`config.mk`:
```
export PLATFORM = sky130hd
export DESIGN_NAME = serial_addsub_flat
export DESIGN_NICKNAME = d
export VERILOG_FILES = /design/src/rtl/serial_addsub_if.sv /design/src/rtl/serial_addsub.sv /design/src/flat_wrapper.sv
export SDC_FILE = /design/constraint.sdc
export NUM_CORES = 1
export LEC_CHECK = 0
export ABC_CLOCK_PERIOD_IN_PS = 4800
export CAP_MARGIN = 25
export CORE_ASPECT_RATIO = 0.5
export CORE_MARGIN = 3
export CORE_UTILIZATION = 55
export CTS_CLUSTER_SIZE = 25
export DETAILED_ROUTE_END_ITERATION = 8
export GPL_TIMING_DRIVEN = 0
export PLACE_DENSITY = 0.84
export REMOVE_ABC_BUFFERS = 1
export SYNTH_ARGS = -nofsm -noshare
export SYNTH_HDL_FRONTEND = slang
export SYNTH_SLANG_ARGS = --single-unit
```
`constraint.sdc`:
```
create_clock -name clk -period 4.8 [get_ports clk]
set_input_delay 0.96 -clock clk [delete_from_list [all_inputs] [get_ports clk]]
set_output_delay 0.96 -clock clk [all_outputs]
set_load 0.02 [all_outputs]
```
`src/rtl/serial_addsub_if.sv`:
```
`timescale 1ns/1ps
`default_nettype none
// ============================================================================
// serial_addsub_if
// ----------------------------------------------------------------------------
// Operand/result bundle for the digit-serial adder/subtractor.
//   in_valid/in_ready : operand handshake (a, b, sub travel with it)
//   out_valid/out_ready : result handshake (sum, carry_out, overflow)
//   busy : block is working on or holding a result
// master modport = operand producer / result consumer, slave = the adder.
// Revision: 1.0 - initial release
// ============================================================================
interface serial_addsub_if #(
  parameter int WIDTH = 16
);
  logic             in_valid;
  logic             in_ready;
  logic [WIDTH-1:0] a;
  logic [WIDTH-1:0] b;
  logic             sub;
  logic             out_valid;
  logic             out_ready;
  logic [WIDTH-1:0] sum;
  logic             carry_out;
  logic             overflow;
  logic             busy;

  modport master (
    output in_valid, a, b, sub, out_ready,
    input  in_ready, out_valid, sum, carry_out, overflow, busy
  );

  modport slave (
    input  in_valid, a, b, sub, out_ready,
    output in_ready, out_valid, sum, carry_out, overflow, busy
  );
endinterface
`default_nettype wire

```
`src/rtl/serial_addsub.sv`:
```
`timescale 1ns/1ps
`default_nettype none
// ============================================================================
// serial_addsub
// ----------------------------------------------------------------------------
// Multi-cycle two's-complement adder/subtractor. Operands are consumed DIGIT
// bits per clock through a DIGIT-bit ripple slice with a registered carry,
// so a WIDTH-bit result takes NDIG = WIDTH/DIGIT slice cycles.
// Ports:
//   clk   : rising-edge clock
//   rst_n : asynchronous active-low reset
//   bus   : serial_addsub_if.slave (operand/result handshakes, flags, busy)
// Parameters: WIDTH (multiple of DIGIT, >= 4), DIGIT (divides WIDTH).
// Revision: 1.0 - initial release
// ============================================================================
module serial_addsub #(
  parameter int WIDTH = 16,
  parameter int DIGIT = 4
) (
  input  logic             clk,
  input  logic             rst_n,
  serial_addsub_if.slave   bus
);
  localparam int NDIG = WIDTH / DIGIT;
  localparam int CW   = (NDIG > 1) ? $clog2(NDIG) : 1;

  typedef enum logic [1:0] {
    IDLE = 2'd0,
    RUN  = 2'd1,
    DONE = 2'd2
  } state_t;

  state_t           state, state_nxt;
  logic [WIDTH-1:0] a_reg, b_reg;
  logic [WIDTH-1:0] acc;       // slice results collect here, LSB slice first
  logic [WIDTH-1:0] acc_nxt;
  logic [WIDTH-1:0] sum_reg;   // presented result, only updated on completion
  logic             carry;
  logic             carry_out_reg;
  logic             overflow_reg;
  logic [CW-1:0]    cnt;
  logic             accept;
  logic             last_slice;
  logic [DIGIT:0]   slice;
  logic             msb_cin;

  assign accept     = bus.in_valid && (state == IDLE);
  assign last_slice = (state == RUN) && (cnt == CW'(NDIG - 1));

  // One DIGIT-bit ripple slice; bit DIGIT is the slice carry out.
  assign slice = {1'b0, a_reg[DIGIT-1:0]} + {1'b0, b_reg[DIGIT-1:0]}
               + {{DIGIT{1'b0}}, carry};

  // Carry into the slice MSB, recovered from its sum bit. On the last slice
  // this is the carry into bit WIDTH-1, needed for signed overflow.
  assign msb_cin = slice[DIGIT-1] ^ a_reg[DIGIT-1] ^ b_reg[DIGIT-1];

  generate
    if (NDIG == 1) begin : g_single_slice
      assign acc_nxt = slice[DIGIT-1:0];
    end else begin : g_multi_slice
      assign acc_nxt = {slice[DIGIT-1:0], acc[WIDTH-1:DIGIT]};
    end
  endgenerate

  // State register
  always_ff @(posedge clk or negedge rst_n) begin
    if (!rst_n) begin
      state <= IDLE;
    end else begin
      state <= state_nxt;
    end
  end

  // Next-state logic
  always_comb begin
    state_nxt = state;
    case (state)
      IDLE:    if (bus.in_valid) state_nxt = RUN;
      RUN:     if (last_slice)   state_nxt = DONE;
      DONE:    if (bus.out_ready) state_nxt = IDLE;
      default: state_nxt = IDLE;
    endcase
  end

  // Datapath
  always_ff @(posedge clk or negedge rst_n) begin
    if (!rst_n) begin
      a_reg         <= '0;
      b_reg         <= '0;
      acc           <= '0;
      sum_reg       <= '0;
      carry         <= 1'b0;
      carry_out_reg <= 1'b0;
      overflow_reg  <= 1'b0;
      cnt           <= '0;
    end else if (accept) begin
      // Subtraction as A + ~B + 1: invert B here, inject the +1 as carry-in.
      a_reg <= bus.a;
      b_reg <= bus.b ^ {WIDTH{bus.sub}};
      carry <= bus.sub;
      cnt   <= '0;
    end else if (state == RUN) begin
      a_reg <= a_reg >> DIGIT;
      b_reg <= b_reg >> DIGIT;
      carry <= slice[DIGIT];
      cnt   <= cnt + CW'(1);
      acc   <= acc_nxt;
      if (last_slice) begin
        sum_reg       <= acc_nxt;
        carry_out_reg <= slice[DIGIT];
        overflow_reg  <= msb_cin ^ slice[DIGIT];
      end
    end
  end

  assign bus.in_ready  = (state == IDLE);
  assign bus.out_valid = (state == DONE);
  assign bus.busy      = (state != IDLE);
  assign bus.sum       = sum_reg;
  assign bus.carry_out = carry_out_reg;
  assign bus.overflow  = overflow_reg;

endmodule
`default_nettype wire
```
`src/flat_wrapper.sv`:
```
// flat-port wrapper written by rule: the top's interface ports become plain ports
module serial_addsub_flat 
#(
  parameter int WIDTH = 16,
  parameter int DIGIT = 4
)
  (clk, rst_n, bus_in_valid, bus_a, bus_b, bus_sub, bus_out_ready, bus_in_ready, bus_out_valid, bus_sum, bus_carry_out, bus_overflow, bus_busy);
  serial_addsub_if #(.WIDTH(WIDTH)) bus_i ();
  input  logic clk;
  input  logic rst_n;
  input wire logic [$bits(bus_i.in_valid)-1:0] bus_in_valid;
  input wire logic [$bits(bus_i.a)-1:0] bus_a;
  input wire logic [$bits(bus_i.b)-1:0] bus_b;
  input wire logic [$bits(bus_i.sub)-1:0] bus_sub;
  input wire logic [$bits(bus_i.out_ready)-1:0] bus_out_ready;
  output wire logic [$bits(bus_i.in_ready)-1:0] bus_in_ready;
  output wire logic [$bits(bus_i.out_valid)-1:0] bus_out_valid;
  output wire logic [$bits(bus_i.sum)-1:0] bus_sum;
  output wire logic [$bits(bus_i.carry_out)-1:0] bus_carry_out;
  output wire logic [$bits(bus_i.overflow)-1:0] bus_overflow;
  output wire logic [$bits(bus_i.busy)-1:0] bus_busy;
  assign bus_i.in_valid = bus_in_valid;
  assign bus_i.a = bus_a;
  assign bus_i.b = bus_b;
  assign bus_i.sub = bus_sub;
  assign bus_i.out_ready = bus_out_ready;
  assign bus_in_ready = bus_i.in_ready;
  assign bus_out_valid = bus_i.out_valid;
  assign bus_sum = bus_i.sum;
  assign bus_carry_out = bus_i.carry_out;
  assign bus_overflow = bus_i.overflow;
  assign bus_busy = bus_i.busy;
  serial_addsub #(.WIDTH(WIDTH), .DIGIT(DIGIT)) u_core (.clk(clk), .rst_n(rst_n), .bus(bus_i));
endmodule
```
==> metrics <==
share of post-route cells with drive strength above 1 0.1053; Switching Power 1.080 mW; Yosys reg bits 67; # IOs 58; Post-Syn Area 3003 um2; syn avg cell area 10.65 um2; slew margin rel. 0.3532; prevailing post-synth register cell dfrtp_1; Arr. time, crit path 3.07 ns; First-pass DRT Iterations 4; combinational power share 0.452; Starting Density 0.5900; pin count of the biggest net entering global routing 37; area of the multi-input gates 1219 um2; Pwr Density about 720 nW/um2; # DRC 0; crit-path cells clkdlybuf4s50_1, and2_1, nor2_1, buf_6, a221o_1; Slowest cell on crit path and2_1; CTS clk-pin slew, worst paths 0.08 ns; total grt overflow 0; DIE AREA 6436 um2; VDD IR-drop max between 0.3 and 0.4 mV; sequential cell area between 1500 and 2000 um2; number of buffer cells added on primary ports 57; Final Setup Violations 0; post-route ant nets 0; number of flops mapped to enable cells by yosys 0; Yosys Warn Count 0; worst path buffer plus inverter count 2; Core Area 5090 um2; Tmin final about 2.9 ns; Critical Path RT ~5.0 ns; sequential power share 0.358; Leakage approximately 1.8 nW; drt total wl 6.367 mm; Die X 110.5 um; final number of hold-violating endpoints 0; clock network power share 0.189; DRT iter0 DRCs 127; Crit. End Element register; Hold Buf Count CTS 0; ranking of synthesized cells by area dfrtp_1 56%, nand2_1 9.6%, xnor2_1 4.7%; Sw Share 0.3876; Critical Path Max Stage Delay roughly 0.64 ns; first-pass GRT wire length ~11 mm; HP Class register to register; vias in the first global route around 2,200; area share of the largest cell type after synthesis 0.5583; Tcrit/Tclk final 0.5939; Cells after Synth 282; DR vias/cell 5.367; HPWL after DPL 4.137 mm; RSZ-0062 raised after global routing false; Die Ht approximately 58 um; Int Pwr 1.707 mW; # diodes 0; non-filler cells, final 412; wire per inst 15.45 um; startpoint types primary input; clock root cell clkbuf_8; Placed Cells roughly 400; area grow syn2layout 28.38%; Setup CP Type primary input to register; postcts setup bufs 0; sequential area share after synthesis 0.5583; max-cap viol count 0; slew of the pin with the lowest slew margin 0.9672 ns; number of buffers created by CTS 9; worst-path maximum fanout 20; Sink Count 67; status finished clean; fmax 350.8 MHz; CP top delay family simple AND/OR/NAND/NOR gates; final slew viol count 0; Final Net Count 380; Vias 2,211; post-synth cell types 31; initial antenna violation count 0; Layout fillers 367; Worst Skew around 0.008 ns; TritonCTS clock tree built; GP Congestion between 0.7 and 0.8; standard-cell row count 18; Post-Route Utilization 0.7574; H-tree depth 3; ys async rst share 1.000; post-synth top area cell dfrtp_1; overall routing resource usage 0.2158; clk_lat worst skew between 0.3 and 0.4 ns; Max Root-Sink Buffers 2; CTS resizes 0; Setup TNS 0 ns
[synth_stat cells (all sizes together), types with 2 or more instances]
cell     n
fa       2
a31oi    3
buf     11
o21ai   17
nand3    8
a22oi   12
clkbuf   6
ha       4
xor2     5
a221o    9
inv      5
a21oi    2
nand2   79
nor2    16
xnor2   16
dfrtp   67
mux2    13
nand2b   3
[metrics by stage]
stage	instance area [um2]	setup WS, ns	hold WS, ns	power [mW]
floorplan	2912	1.943	0.4386	1.774
global placement	3570	0.7374	0.4509	2.125
detailed placement	3628	1.651	0.4683	2.234
CTS	3855	1.970	0.4874	2.803
global route	3855	1.869	0.5043	2.990
finish	3855	1.949	0.4844	2.787
[power groups by stage]
stage	Sequential (mW)	Combinational [mW]	Clock [mW]
6_report	0.998	1.26	0.528
5_1_grt	1.03	1.40	0.562
4_1_cts	0.998	1.27	0.534
3_5_place_dp	1.00	1.23	0
3_3_place_gp	0.984	1.14	0
2_1_floorplan	1.04	0.732	0
[path summary, 6_finish.rpt]
kind / start / endpoint / slack (ns) / cells after the start
max: bus_in_valid / u_core.b_reg[6] / 1.95 / 5
max reg2reg: u_core.state[0] / u_core.b_reg[6] / 2.45 / 5
min in group asynchronous: rst_n / u_core.bus.sum[6] / 0.67 / 1
min reg2reg: u_core.acc[7] / u_core.acc[7] / 0.48 / 2
max in group asynchronous: rst_n / u_core.a_reg[0] / 3.50 / 2
min: u_core.acc[7] / u_core.acc[7] / 0.48 / 2
[final cells by class]
class | instances | area share
Clock buffer | 10 | 0.03570
Sequential cell | 67 | 0.4349
Clock inverter | 6 | 0.02304
Inverter | 5 | 0.004869
Timing Repair Buffer | 61 | 0.1626
Tap cell | 70 | 0.02272
Multi-Input combinational cell | 193 | 0.3161
[cells in the final DEF (no fill, tap or decap), drive strengths merged, types with 3 or more instances in the layout]
cell type and instances:
a221o 9, a22oi 12, a31oi 3, buf 5, clkbuf 10, clkdlybuf4s50 56
dfrtp 67, ha 4, inv 5, mux2 13, nand2 79, nand2b 3
nand3 8, nor2 16, o21ai 17, xnor2 16, xor2 5
[logic make-up (layout without fill, tap and decap cells)]
logic type      count (synthesis)  count (layout)  synth area share
flops                          67              67            0.5583
compound gates                 45              45            0.1046
simple gates                  108             108            0.1467
xor+xnor                       21              21           0.06375
fa+ha+maj                       6               6           0.03000
mux                            13              13           0.06000
buf+inv                        22              82           0.03666
[worst min-delay path, stage by stage (launching register included)]
cell and delay, ns:
dfrtp_1 0.35, nand2_1 0.05, nand2_1 0.06
[per-layer routing]
layer,GRT usage,routed length [um]
met1,0.2709,2768
met2,0.3681,3152
met3,0.05735,303
met4,0.08246,144
met5,0,0
(Power assumes the default switching activity.)
==> variant 1 (config.mk and constraints unchanged) <==
Encoding of `state_t`: now one-hot (3 bits for 3 states).
--- a/src/rtl/serial_addsub.sv
+++ b/src/rtl/serial_addsub.sv
@@ -24,10 +24,10 @@
   localparam int NDIG = WIDTH / DIGIT;
   localparam int CW   = (NDIG > 1) ? $clog2(NDIG) : 1;
 
-  typedef enum logic [1:0] {
-    IDLE = 2'd0,
-    RUN  = 2'd1,
-    DONE = 2'd2
+  typedef enum logic [2:0] {
+    IDLE = 3'b001,
+    RUN  = 3'b010,
+    DONE = 3'b100
   } state_t;
 
   state_t           state, state_nxt;
Function: no difference found for any inputs over 10 cycles, from zero or initial values and one cycle with rst_n low; not proved beyond that.
==> variant 1 against the unedited design <==
Global-route usage grew 0.38 points; register-to-register slack gained 70 ps; hold slack lost 9.8 ps; cell count shrank 0.49%; final area grew 3.3%; wire length grew 2.1%; sequential cell count grew 1; core utilization grew 1.1 points; area after synthesis grew 3.3%; worst setup slack lost 19 ps; synthesized cell count grew 0.71%; power shrank 6.8%.
==> variant 1: results (changes against the unedited design) <==
[clock_network] TritonCTS buffer count 9 [unchanged]
[critical_path] cell type of the slowest stage on the worst timing path sky130_fd_sc_hd__clkdlybuf4s50_1 [was sky130_fd_sc_hd__and2_1]
[critical_path] largest fanout on the critical path 5 [was 20]
[timing] final clock skew 6.79 ps [was 8.01 ps]
[yosys] share of the yosys chip area belonging to registers 54.9% [was 55.8%]
[placement] Worst Setup Slack post-DPL 2050 ps [was 1650 ps]
[global_route] largest net degree at the start of global routing 69 [was 37]
[timing] headroom to the max-slew limit 28.5% [was 35.3%]
[yosys] count of different cell masters after synthesis 33 [was 31]
[final_layout] share of post-route cells with drive strength above 1 10.6% [was 10.5%]
[route] detailed-router iteration count before antenna repair 4 [unchanged]
[global_route] via count of the first global-routing pass 2218 [was 2235]
[global_route] first-pass GRT wire length 11300 µm [was 10900 µm]
[clock_network] worst-skew pair later-pin latency 320 ps [was 340 ps]
[final_layout] count of inserted antenna diode cells 0 [unchanged]
[run_status] status finished clean [unchanged]
[placement] total placed instance area 3660 µm² [was 3630 µm²]
[route] Vias/cell 5.52 [was 5.37]
[clock_network] Setup Fix Bufs, Post-CTS 0 [unchanged]
[critical_path] Top Family by Delay on Critical Path buffers and inverters [was simple AND/OR/NAND/NOR gates]
[placement] DP Wirelength 3960 µm [was 4140 µm]
[pwr] Static Leak 1.88 nW [was 1.81 nW]
[critical_path] arrival time at the worst endpoint 1910 ps [was 3070 ps]
[clock_network] root buffer cell sky130_fd_sc_hd__clkbuf_16 [was sky130_fd_sc_hd__clkbuf_8]
[final_layout] Fill cells 351 [was 367]
[final_layout] fin nets 378 [was 380]
[global_route] global routing usage summed across all routing layers 22.0% [was 21.6%]
[route] total wire length after detailed routing 6500 µm [was 6370 µm]
[yosys] largest cells by area after synthesis sky130_fd_sc_hd__dfrtp_1 54%, sky130_fd_sc_hd__nand2_1 8.6%, sky130_fd_sc_hd__xnor2_1 5.4% [was sky130_fd_sc_hd__dfrtp_1 56%, sky130_fd_sc_hd__nand2_1 9.6%, sky130_fd_sc_hd__xnor2_1 4.7%]
[placement] routability congestion estimate 0.807 [was 0.770]
[yosys] top cell types by occurrence after synthesis 71 x sky130_fd_sc_hd__nand2_1, 67 x sky130_fd_sc_hd__dfrtp_1, 19 x sky130_fd_sc_hd__xnor2_1, 16 x sky130_fd_sc_hd__nor2_1, 13 x sky130_fd_sc_hd__a22oi_1 [was 77 x sky130_fd_sc_hd__nand2_1, 67 x sky130_fd_sc_hd__dfrtp_1, 16 x sky130_fd_sc_hd__xnor2_1, 15 x sky130_fd_sc_hd__nor2_1, 12 x sky130_fd_sc_hd__a22oi_1]
[route] 1st-iter DRT viols 213 [was 127]
[yosys] total of warnings raised by yosys 0 [unchanged]
[pwr] Worst IR Drop VDD 0.000321 V [was 0.000360 V]
[clock_network] clock-pin slew of the registers on the worst-case setup and hold paths 50 ps [was 80 ps]
variant 1: changes by cell type in the layout (fill, tap and decap cells not counted), sizes merged, moves of 2 or more:
cell / delta
nand2b: -2
nor3b: +2
buf: -3
nand3b: +2
nand3: +2
nand2: -7
o21ai: -3
a221o: +3
xnor2: +3
a31oi: -3
xor2: -3
nor2: +2
variant 1: cell type report:
type	instances	share of cell area [%]
Inverter	6	0.566
Clock buffer	10	5.75
Sequential cell	68	42.8
Timing Repair Buffer	58	14.6
Clock inverter	6	2.23
Tap cell	70	2.20
Multi-Input combinational cell	192	31.8
variant 1: final timing paths:
path                                                   from                          end  slack [ps]  depth (start not counted)
worst max-delay path            u_core.state[0]$_DFFE_PN1P_                 bus_in_ready        1930                          3
worst max register to register  u_core.state[2]$_DFFE_PN0P_     u_core.carry$_DFFE_PN0P_        2520                          5
worst min register to register  u_core.a_reg[5]$_DFFE_PN0P_  u_core.a_reg[5]$_DFFE_PN0P_         470                          2
min in group asynchronous                             rst_n    u_core.acc[7]$_DFFE_PN0P_         740                          1
max in group asynchronous                             rst_n  u_core.a_reg[4]$_DFFE_PN0P_        3520                          1
worst min-delay path            u_core.a_reg[5]$_DFFE_PN0P_  u_core.a_reg[5]$_DFFE_PN0P_         470                          2
variant 1: routing by layer:
| metal | vias to the layer above | share of wire, % | global-route usage (%) |
|---|---|---|---|
| li1 | 1069 | - | - |
| met1 | 1101 | 45 | 27.8 |
| met2 | 79 | 48 | 36.7 |
| met3 | 16 | 4.6 | 6.32 |
| met4 | 0 | 2.1 | 8.56 |
| met5 | - | 0 | 0 |
variant 1: where the power goes:
group	switching [W]	leakage (nW)	internal, W
Combinational	0.000507	0.853	0.000418
Clock	0.000238	0.149	0.000454
Sequential	0.000169	0.879	0.000810
variant 1: logic make-up (layout without fill, tap and decap cells):
| kind of cell | Yosys count | after routing | share of synthesized area [%] |
|---|---|---|---|
| AOI/OAI and AO/OA | 45 | 45 | 10.6 |
| xor gates and xnor gates | 21 | 21 | 5.93 |
| adders and majority gates | 6 | 6 | 2.90 |
| buffers and inverters | 24 | 80 | 4.48 |
| DFF | 68 | 68 | 54.9 |
| muxes | 13 | 13 | 5.93 |
| and+or+nand+nor | 107 | 107 | 15.3 |
variant 1: stage by stage:
| step | std cells | hold WS (ps) | total power (W) | util [%] |
|---|---|---|---|---|
| after floorplan | 266 | 442 | 0.00156 | - |
| after global placement | 393 | 454 | 0.00182 | 70.4 |
| after detailed placement | 394 | 463 | 0.00188 | 70.7 |
| after CTS | 410 | 476 | 0.00261 | 76.9 |
| after global routing | 410 | 490 | 0.00278 | 76.9 |
| final | 410 | 475 | 0.00260 | 76.9 |
==> variant 2 (same settings) <==
Without the edit above. `DIGIT` is set to 4 in 2 places; all go to 8. Comments in the files are not updated.
--- a/src/rtl/serial_addsub.sv
+++ b/src/rtl/serial_addsub.sv
@@ -15,7 +15,7 @@
 // ============================================================================
 module serial_addsub #(
   parameter int WIDTH = 16,
-  parameter int DIGIT = 4
+  parameter int DIGIT = 8
 ) (
   input  logic             clk,
   input  logic             rst_n,
--- a/src/flat_wrapper.sv
+++ b/src/flat_wrapper.sv
@@ -2,7 +2,7 @@
 module serial_addsub_flat 
 #(
   parameter int WIDTH = 16,
-  parameter int DIGIT = 4
+  parameter int DIGIT = 8
 )
   (clk, rst_n, bus_in_valid, bus_a, bus_b, bus_sub, bus_out_ready, bus_in_ready, bus_out_valid, bus_sum, bus_carry_out, bus_overflow, bus_busy);
   serial_addsub_if #(.WIDTH(WIDTH)) bus_i ();
Check against the original RTL: not equivalent (Yosys sat finds a counterexample within 4 cycles, from zero or initial values and one cycle with rst_n low).
==> variant 2 against the unedited design <==
Area after synthesis down 4.0%; worst setup slack better by 260 ps; clock power down 12%; wire length down 5.6%; sequential share of layout area down 1.7 points; critical endpoint is now bus_in_ready; critical path depth down 3; power down 3.7%; sequential power down 8.1%; register-to-register slack worse by 150 ps; final area down 3.8%; core utilization up 2.8 points; die area down 3.7%; sequential cell count down 5; via count down 1.1%.
==> variant 2: results (changes against the unedited design) <==
[route] detailed-router iteration count before antenna repair 4 [unchanged]
[route] routed wire length on met3 394 µm [was 303 µm]
[timing] final clock skew 4.70 ps [was 8.01 ps]
[critical_path] arrival time at the worst endpoint 1640 ps [was 3070 ps]
[critical_path] crit path launch type flop [was input pin]
[critical_path] worst reg2reg startpoint u_core.state[1]$_DFFE_PN0P_ [was u_core.state[0]$_DFFE_PN0P_]
[yosys] arithmetic-cell share of the synthesized area counting full adders, half adders and majority gates 4.43% [was 3.00%]
[route] Vias/cell 5.47 [was 5.37]
[critical_path] slowest stage delay, CP 660 ps [was 640 ps]
[timing] Setup violations, final 0 [unchanged]
[pwr] Static Leak 1.67 nW [was 1.81 nW]
[pwr] Net Switching 0.00108 W [about the same]
[global_route] global routing usage summed across all routing layers 22.0% [was 21.6%]
[critical_path] Top Family by Delay on Critical Path buffers and inverters [was simple AND/OR/NAND/NOR gates]
[placement] DP Wirelength 4070 µm [was 4140 µm]
[timing] Slew @ Worst Pin 1010 ps [was 967 ps]
[global_route] first-pass GRT wire length 10400 µm [was 10900 µm]
[route] total wire length after detailed routing 6010 µm [was 6370 µm]
[critical_path] largest fanout on the critical path 4 [was 20]
[critical_path] cell type of the slowest stage on the worst timing path sky130_fd_sc_hd__clkdlybuf4s50_1 [was sky130_fd_sc_hd__and2_1]
[route] length of routed wiring on met1 2770 µm [about the same]
[yosys] largest cells by area after synthesis sky130_fd_sc_hd__dfrtp_1 54%, sky130_fd_sc_hd__nand2_1 7.3%, sky130_fd_sc_hd__xnor2_1 6.1% [was sky130_fd_sc_hd__dfrtp_1 56%, sky130_fd_sc_hd__nand2_1 9.6%, sky130_fd_sc_hd__xnor2_1 4.7%]
[run_status] status finished clean [unchanged]
[route] 1st-iter DRT viols 105 [was 127]
[yosys] top cell types by occurrence after synthesis 62 x sky130_fd_sc_hd__dfrtp_1, 56 x sky130_fd_sc_hd__nand2_1, 28 x sky130_fd_sc_hd__o21ai_0, 20 x sky130_fd_sc_hd__xnor2_1, 16 x sky130_fd_sc_hd__nand3_1 [was 77 x sky130_fd_sc_hd__nand2_1, 67 x sky130_fd_sc_hd__dfrtp_1, 16 x sky130_fd_sc_hd__xnor2_1, 15 x sky130_fd_sc_hd__nor2_1, 12 x sky130_fd_sc_hd__a22oi_1]
[placement] Worst Setup Slack post-DPL 1900 ps [was 1650 ps]
[yosys] share of the yosys chip area belonging to registers 53.8% [was 55.8%]
[placement] routability congestion estimate 0.823 [was 0.770]
[pwr] Worst IR Drop VDD 0.000323 V [was 0.000360 V]
[yosys] mux share of post-synthesis cell area 3.91% [was 6.00%]
[yosys] Async S/R FF share, synth 100% [unchanged]
[global_route] via count of the first global-routing pass 2172 [was 2235]
[yosys] compound-cell area share of the yosys netlist 14.0% [was 10.5%]
## variant 2: cell types whose count changed in the layout (fill, tap and decap cells not counted), moves of 5 or more
cell / before / now
sky130_fd_sc_hd__o21ai_0: 10 / 28
sky130_fd_sc_hd__o21ai_1: 7 / 1
sky130_fd_sc_hd__mux2_2: 0 / 10
sky130_fd_sc_hd__mux2_4: 9 / 0
sky130_fd_sc_hd__dfrtp_1: 67 / 62
sky130_fd_sc_hd__nand2_1: 77 / 56
sky130_fd_sc_hd__nand3_1: 8 / 16
## variant 2: area by class of cell
cell class	count	area, µm²
clock buffer	10	138
clock inverter	6	68.8
fill	325	1010
inverter	6	22.5
multi-input combinational	191	1240
sequential	62	1550
tap	66	82.6
timing repair buffer	59	601
## variant 2: worst register-to-register path, delay by kind of cell (launching register included)
family | cells | cell delay (ps)
AND/OR/NAND/NOR | 2 | 1470
multiplexers | 1 | 500
flip-flops | 1 | 420
## variant 2: path summary, 6_finish.rpt
| check | endpoint | slack (ps) | depth (start not counted) |
|---|---|---|---|
| worst max register to register | u_core.bus.sum[4]$_DFFE_PN0P_ | 2300 | 3 |
| max in group asynchronous | u_core.acc[10]$_DFFE_PN0P_ | 3520 | 2 |
| worst min register to register | u_core.acc[9]$_DFFE_PN0P_ | 480 | 2 |
| worst min-delay path | u_core.acc[9]$_DFFE_PN0P_ | 480 | 2 |
| worst max-delay path | bus_in_ready | 2200 | 2 |
| min in group asynchronous | u_core.b_reg[0]$_DFFE_PN0P_ | 670 | 1 |
## variant 2: power by group through the flow
stage	Clock, W	Sequential, W	Combinational [W]
4_1_cts	0.000478	0.000915	0.00130
2_1_floorplan	0	0.000973	0.000765
5_1_grt	0.000501	0.000944	0.00144
6_report	0.000466	0.000917	0.00130
3_5_place_dp	0	0.000923	0.00128
3_3_place_gp	0	0.000907	0.00122
## variant 2: metrics by stage
step / utilization (%) / std cells / total power, W
floorplan: - / 259 / 0.00174
global placement: 73.5 / 382 / 0.00213
detailed placement: 74.2 / 384 / 0.00220
CTS: 78.5 / 400 / 0.00270
global route: 78.5 / 400 / 0.00289
finish: 78.5 / 400 / 0.00268
## variant 2: routing by layer
layer / GRT usage, % / up-vias
met1: 29.3 / 1054
met4: 7.55 / 0
met3: 6.55 / 6
met5: 0 / -
li1: - / 1056
met2: 35.1 / 71
## variant 2: cells by family after synthesis
kind of cell | after synthesis
AO/OA/AOI/OAI | 58
XOR/XNOR | 24
adder cells (fa/ha/maj) | 9
buffers and inverters | 22
flip-flops | 62
multiplexers | 10
AND/OR/NAND/NOR | 90
